File: src/rtl/mem_arbiter_pkg.sv
// rtl/mem_arbiter_pkg.sv - shared encodings and constants for the memory-port arbiter
package mem_arbiter_pkg;

    typedef enum logic [1:0] {
        ST_IDLE  = 2'd0,
        ST_DATA  = 2'd1,
        ST_FETCH = 2'd2,
        ST_DROP  = 2'd3
    } state_t;

    localparam logic [7:0] TIMEOUT_DEFAULT = 8'd255;
    localparam logic [3:0] SEL_WORD        = 4'b1111;

    localparam logic CHIP_ENABLE   = 1'b1;
    localparam logic WRITE_ENABLE  = 1'b1;
    localparam logic WRITE_DISABLE = 1'b0;

endpackage

File: src/rtl/mem_arbiter.sv
// rtl/mem_arbiter.sv - single-port memory arbiter, data side has priority over instruction fetch
module mem_arbiter
    import mem_arbiter_pkg::*;
#(
    parameter logic [7:0] TIMEOUT = TIMEOUT_DEFAULT
) (
    input  logic        clk,
    input  logic        rst,
    input  logic        i_ce_i,
    input  logic [31:0] i_addr_i,
    output logic [31:0] i_data_o,
    output logic        i_ready_o,
    input  logic        d_ce_i,
    input  logic        d_we_i,
    input  logic [31:0] d_addr_i,
    input  logic [3:0]  d_sel_i,
    input  logic [31:0] d_data_i,
    output logic [31:0] d_data_o,
    output logic        d_ready_o,
    input  logic        flush_i,
    output logic        m_req_o,
    output logic        m_we_o,
    output logic [31:0] m_addr_o,
    output logic [3:0]  m_sel_o,
    output logic [31:0] m_data_o,
    input  logic [31:0] m_data_i,
    input  logic        m_ack_i,
    output logic        stallreq_o,
    output logic        bus_err_o
);

    state_t     state;
    logic [7:0] tmo_cnt;
    logic       timed_out;

    assign timed_out  = (tmo_cnt == TIMEOUT - 8'd1);
    assign stallreq_o = (d_ce_i & ~d_ready_o) | (i_ce_i & ~i_ready_o);

    always_ff @(posedge clk or negedge rst) begin
        if (!rst) begin
            state     <= ST_IDLE;
            m_req_o   <= 1'b0;
            m_we_o    <= 1'b0;
            m_addr_o  <= 32'h0;
            m_sel_o   <= 4'h0;
            m_data_o  <= 32'h0;
            i_data_o  <= 32'h0;
            d_data_o  <= 32'h0;
            i_ready_o <= 1'b0;
            d_ready_o <= 1'b0;
            bus_err_o <= 1'b0;
            tmo_cnt   <= 8'h0;
        end else begin
            i_ready_o <= 1'b0;
            d_ready_o <= 1'b0;
            bus_err_o <= 1'b0;
            case (state)
                ST_IDLE: begin
                    // A requester whose ready is pulsing this cycle is not re-granted.
                    if (d_ce_i == CHIP_ENABLE && !d_ready_o) begin
                        m_req_o  <= 1'b1;
                        m_we_o   <= d_we_i;
                        m_addr_o <= d_addr_i;
                        m_sel_o  <= d_sel_i;
                        m_data_o <= d_data_i;
                        tmo_cnt  <= 8'h0;
                        state    <= ST_DATA;
                    end else if (i_ce_i == CHIP_ENABLE && !i_ready_o) begin
                        m_req_o  <= 1'b1;
                        m_we_o   <= WRITE_DISABLE;
                        m_addr_o <= i_addr_i;
                        m_sel_o  <= SEL_WORD;
                        tmo_cnt  <= 8'h0;
                        state    <= ST_FETCH;
                    end
                end
                ST_DATA: begin
                    if (m_ack_i) begin
                        m_req_o   <= 1'b0;
                        d_ready_o <= 1'b1;
                        if (m_we_o != WRITE_ENABLE) begin
                            d_data_o <= m_data_i;
                        end
                        state <= ST_IDLE;
                    end else if (timed_out) begin
                        m_req_o   <= 1'b0;
                        bus_err_o <= 1'b1;
                        d_ready_o <= 1'b1;
                        d_data_o  <= 32'h0;
                        state     <= ST_IDLE;
                    end else begin
                        tmo_cnt <= tmo_cnt + 8'd1;
                    end
                end
                ST_FETCH: begin
                    if (m_ack_i) begin
                        m_req_o <= 1'b0;
                        if (!flush_i) begin
                            i_data_o  <= m_data_i;
                            i_ready_o <= 1'b1;
                        end
                        state <= ST_IDLE;
                    end else if (timed_out) begin
                        m_req_o   <= 1'b0;
                        bus_err_o <= 1'b1;
                        if (!flush_i) begin
                            i_ready_o <= 1'b1;
                            i_data_o  <= 32'h0;
                        end
                        state <= ST_IDLE;
                    end else begin
                        tmo_cnt <= tmo_cnt + 8'd1;
                        if (flush_i) begin
                            state <= ST_DROP;
                        end
                    end
                end
                ST_DROP: begin
                    // The bus cycle must still finish; its result is simply thrown away.
                    if (m_ack_i) begin
                        m_req_o <= 1'b0;
                        state   <= ST_IDLE;
                    end else if (timed_out) begin
                        m_req_o   <= 1'b0;
                        bus_err_o <= 1'b1;
                        state     <= ST_IDLE;
                    end else begin
                        tmo_cnt <= tmo_cnt + 8'd1;
                    end
                end
                default: state <= ST_IDLE;
            endcase
        end
    end

endmodule
File: config.mk
export PLATFORM = sky130hd
export DESIGN_NAME = mem_arbiter
export DESIGN_NICKNAME = d
export VERILOG_FILES = /design/src/rtl/mem_arbiter_pkg.sv /design/src/rtl/mem_arbiter.sv
export SDC_FILE = /design/constraint.sdc
export NUM_CORES = 1
export LEC_CHECK = 0
export CAP_MARGIN = 20
export CORE_ASPECT_RATIO = 1.1
export CORE_MARGIN = 10
export CORE_UTILIZATION = 45
export DETAILED_ROUTE_END_ITERATION = 10
export PLACE_DENSITY = 0.87
export RECOVER_POWER = 100
export SYNTH_ARGS = -nofsm -noshare
export SYNTH_HDL_FRONTEND = slang
export SYNTH_SLANG_ARGS = --single-unit
File: constraint.sdc
create_clock -name clk -period 2.78 [get_ports clk]
set_clock_uncertainty 0.05 [all_clocks]
set_input_delay 0.417 -clock clk [delete_from_list [all_inputs] [get_ports clk]]
set_output_delay 0.417 -clock clk [all_outputs]
set_load 0.005 [all_outputs]
Yosys cells after proc, flatten, opt, wreduce, memory -nomap -nowiden
Index checks and enable logic that the tools add are counted.
{ "word_totals": {"ff_bits": 147, "wordCells": 87, "out_inout_bits": 138, "input_bits": 139} }
{ "classes": {"n_reduce_logical": 16, "eq_ne": 13, "n_mux": 40, "n_addsub": 1, "bitwise_logic": 5} }
{ "op_table": {"columns": ["cell", "n"], "rows": [
  ["$mux 32", 9],
  ["$mux 8", 4],
  ["$pmux 8 s2", 1],
  ["$mux 1", 15],
  ["$mux 2", 7],
  ["$ne 2x2->1 const B", 5],
  ["$reduce_and 3->1", 3],
  ["$add 8x1->8 const B", 1],
  ["$eq 8x8->1 const B", 1],
  ["$mux 4", 2],
  ["$ne 3x1->1 const B", 2],
  ["$pmux 2 s3", 1],
  ["$reduce_and 2->1", 3],
  ["$eq 2x2->1 const B", 2],
  ["$ne 4x4->1 const B", 1],
  ["$reduce_and 4->1", 1],
  ["$reduce_bool 2->1", 2],
  ["$ne 3x3->1 const B", 1],
  ["$reduce_or 3->1", 1],
  ["$and 1x1->1", 2],
  ["$eq 2x1->1 const B", 1],
  ["$logic_and 1x1->1", 2],
  ["$logic_not 1->1", 2],
  ["$logic_not 2->1", 1],
  ["4 further kinds", 5]
]} }

Longest topological paths before layout
{ "depth": {"depth_word": 5, "depth_mapped": 7, "ltp_nobuf": 6} }

Least setup slack after synthesis
No wires, ideal clock.
{ "synth_timing": {"path_kind": "register -> register", "start": "register tmo_cnt[0]", "end": "register i_data_o[10]", "t_arrival_ns": 1.463, "n_path_buf": 1, "setup_ns": 0.121, "stages_incl_launch_ff": 8, "slack_ns": 1.146, "path_cell_list": "dfrtp_1 > inv_1 > ha_1 > nand3_1 > o21ai_2 > nand2_2 > buf_6 > a22o_2"} }
{ "synth_between": {"elab_chain_cells": 3, "word_cells_on_any_way": 4} }
{ "synth_lines": {"columns": ["item", "line", "source"], "rows": [
  ["from (decl)", "mem_arbiter.sv:33", "logic [7:0] tmo_cnt;"],
  ["from (signal assigned)", "mem_arbiter.sv:92", "tmo_cnt <= tmo_cnt + 8'd1;"],
  ["from (signal assigned)", "mem_arbiter.sv:112", "tmo_cnt <= tmo_cnt + 8'd1;"],
  ["from (signal assigned)", "mem_arbiter.sv:128", "tmo_cnt <= tmo_cnt + 8'd1;"],
  ["$eq 8x8->1 (*)", "mem_arbiter.sv:36", "assign timed_out = (tmo_cnt == TIMEOUT - 8'd1);"],
  ["$ne 2x2->1 (no source line) or $reduce_bool 2->1 (tied branches)", null, null],
  ["$reduce_and 4->1 (no source line) (*)", null, null],
  ["to (signal assigned)", "mem_arbiter.sv:99", "i_data_o <= m_data_i;"],
  ["to (decl)", "mem_arbiter.sv:11", "output logic [31:0] i_data_o,"]
]} }
Every way passes the cells marked *; elsewhere a longest branch is shown, timed or not.
A chain may end at the register's enable or synchronous reset.

Final worst setup path
{ "layout_timing": {"start": "input port i_ce_i", "end": "output port stallreq_o"} }
{ "layout_between": {"elab_chain_cells": 2} }
{ "layout_lines": {"columns": ["item", "line", "source"], "rows": [
  ["from (decl)", "mem_arbiter.sv:9", "input logic i_ce_i,"],
  ["$and 1x1->1", "mem_arbiter.sv:37", "assign stallreq_o = (d_ce_i & ~d_ready_o) | (i_ce_i & ~i_ready_o);"],
  ["$or 1x1->1", "mem_arbiter.sv:37", null],
  ["to (decl)", "mem_arbiter.sv:28", "output logic stallreq_o,"]
]} }
No other way between the ends.

==> results.toml <==
[timing]
fin_tns_setup_ns = 0
hold_ws_ns = 0.419
period_minus_slack_ns = 2.62
slew_headroom = -0.155
final-hold-violation-count = 0
timing.final.crit_share = 0.941
setup_viol = 0
fmax_mhz = 382
rsz0062_at_grt = "no"
worstMarginPinSlew_ns = 1.73
maxSlewViolCount = 70

[worst_setup_path]
critPathCaptureType = "output pin"
cp_common_cell = "clkdlybuf4s50_1"
path_cells = "clkdlybuf4s50_1, nor2b_1, or2_0, clkdlybuf4s50_1"
critical_path_class = "in -> out"
critPathSlowestCell = "clkdlybuf4s50_1"
cp.required_ns = 2.31
start_kind = "input pin"
crit_buf_inv = 2
slowest_delay_ns = 0.61
cpLargestDelayFamily = "buffers and inverters"
crit_arrival_ns = 2.15
critPathMaxFanout = 2

[synth]
synth_edf_count = 0
synth.top_cell.area_share = 0.603
yosys.area.top_type = "dfrtp_1"
syn_area_um2 = 6100
yosysWarnings = 0
synth_commonest_cells = "198 x nand2_1, 147 x dfrtp_1, 37 x o21ai_0, 34 x mux2i_1, 32 x a22oi_1"
synth_nets = 712
synth_area_leaders = "dfrtp_1 60%, nand2_1 12%, mux2i_1 5.6%"
ys_seq_area_frac = 0.603
synthCells = 571
ys_types = 42
yosys.cell_count.top_type = "nand2_1"
ys_ff_latch = 147
avgSynthCellArea_um2 = 10.7
synthArstFlopShare = 1.00
synth_top_flop_cell = "dfrtp_1"

[clocking]
clock_latency_ns = 0.41
clk_pin_slew_ns = 0.06
clkSinkCount = 147
clockBufferDepth = 2
cts_setup_buffers = 0
cts_buffers = 17
cts_tree = "built"
root_buffer = "clkbuf_16"
htreeDepth = 4

[power]
powerDensity_nw_per_um2 = 1060
p_leak_uw = 0.00437
irDropWorstVdd_v = 0.000473

[drt]
post_drt_via_cell_ratio = 5.29
drtIter0Drc = 419
vias = 5480
wl_per_cell_um = 19.1
drc = 0
routed-wl-met2_um = 10100
met3WireLength_um = 2280
drt-pass1-iter-count = 5
ant_nets = 0
routed.top_layer = "met4"
met1_length_um = 6980
routed_wl_um = 19700

[placement]
io_buffers = 276
hpwlAfterDp_um = 15000
place.gp.congestion = 0.816

[global_routing]
grt_pass1_wl_um = 30800
first_global_vias = 5749
antenna_found_initial = 0
overflow = 0
grt_max_degree = 73
grt.total_usage = 0.210

[final_layout]
final_core_util = 0.720
syn_to_final_growth_pct = 56.6
n_antenna_cell = 0
layout.nets = 982
drive_gt1_frac = 0.0692

[floorplan]
dieArea_um2 = 18600
rows = 44
core_um2 = 13300
io_pins = 277
start_util = 0.460
die_w_um = 131
die-height_um = 142

[run]
maxCapViolations = 1

[status]
violations = "max-capacitance violations, max-slew violations"
outcome = "finished, violations left"

[hold_path]
hold_class = "reg -> reg"
repair_timing:
action | in CTS | in global routing
setup endpoints to repair | 0 | 0
hold buffers | 1 | 0
endpoints found under the hold margin | 45 | 0
gates resized for setup | 0 | 0
registers in the layout (all words and copies together) (netlist names):
signal,cells
d_data_o,32
m_addr_o,32
bus_err_o,1
state,2
d_ready_o,1
m_we_o,1
m_data_o,32
m_req_o,1
i_ready_o,1
tmo_cnt,8
i_data_o,32
m_sel_o,4
worst reg2reg max path, delay by kind of cell, from the launching register on:
kind / cells / cell delay [ns]
DFF: 1 / 0.39
buffers and inverters: 2 / 1.21
AOI/OAI and AO/OA: 1 / 0.24
and+or+nand+nor: 2 / 0.36
routing by layer:
metal / global-route usage / vias up
met5: 0 / -
met4: 0.0750 / 0
met3: 0.0820 / 27
met2: 0.357 / 277
met1: 0.234 / 2668
li1: - / 2508
cell families after synthesis:
logic type / count (synthesis) / share of synthesized area
and+or+nand+nor: 229 / 0.155
adders and majority gates: 2 / 0.00410
muxes: 34 / 0.0557
AOI/OAI and AO/OA: 120 / 0.146
DFF: 147 / 0.603
buffers and inverters: 39 / 0.0375
final cells by class:
cell class,instances,area [um^2]
multi-input cells,385,2190
clock inverters,8,101
clock buffers,22,484
fillers,934,3710
inverters,3,11.3
well taps,184,230
flip-flops and latches,147,3680
repair buffers,287,2860
final timing paths:
path	start	to	slack, ns	cells after the start
max in group asynchronous	rst	tmo_cnt[2]	0.55	3
setup / recovery	i_ce_i	stallreq_o	0.16	4
setup reg to reg	d_ready_o	m_sel_o[1]	0.41	5
hold / removal	m_data_o[27]	m_data_o[27]	0.42	2
hold reg to reg	m_data_o[27]	m_data_o[27]	0.42	2
min in group asynchronous	rst	d_data_o[28]	0.95	2
cells in the final DEF (no fill, tap or decap), drive strengths merged, types with 2 or more instances in the layout:
master / netlist / layout
and2: 3 / 3
mux2i: 34 / 34
dlygate4sd3: 0 / 139
clkdlybuf4s50: 0 / 137
clkinv: 0 / 2
nor3: 4 / 4
a211oi: 2 / 2
nand4: 3 / 3
nand3: 7 / 7
ha: 2 / 2
inv: 3 / 4
nor2: 4 / 4
bufinv: 0 / 2
o21ai: 39 / 39
nand2: 199 / 199
a21oi: 3 / 3
dfrtp: 147 / 147
a22oi: 32 / 32
a22o: 33 / 33
clkbuf: 4 / 25
nor2b: 4 / 4
o22a: 5 / 5
buf: 32 / 8
clkinvlp: 0 / 3
stage by stage:
stage	std cells	power (uW)	setup WS [ns]	instance area, um^2
2_1_floorplan	571	5550	1.15	6100
3_3_place_gp	1005	8080	0.187	8990
3_5_place_dp	1005	8320	0.200	8990
4_1_cts	1036	10600	0.196	9580
5_1_grt	1036	10800	0.127	9560
6_report	1036	10100	0.165	9560
report_power, final:
| part | switching [uW] | internal (uW) |
|---|---|---|
| Sequential | 644 | 3120 |
| Clock | 841 | 1410 |
| Combinational | 1870 | 2240 |
Power figures use the tool's default switching activity.
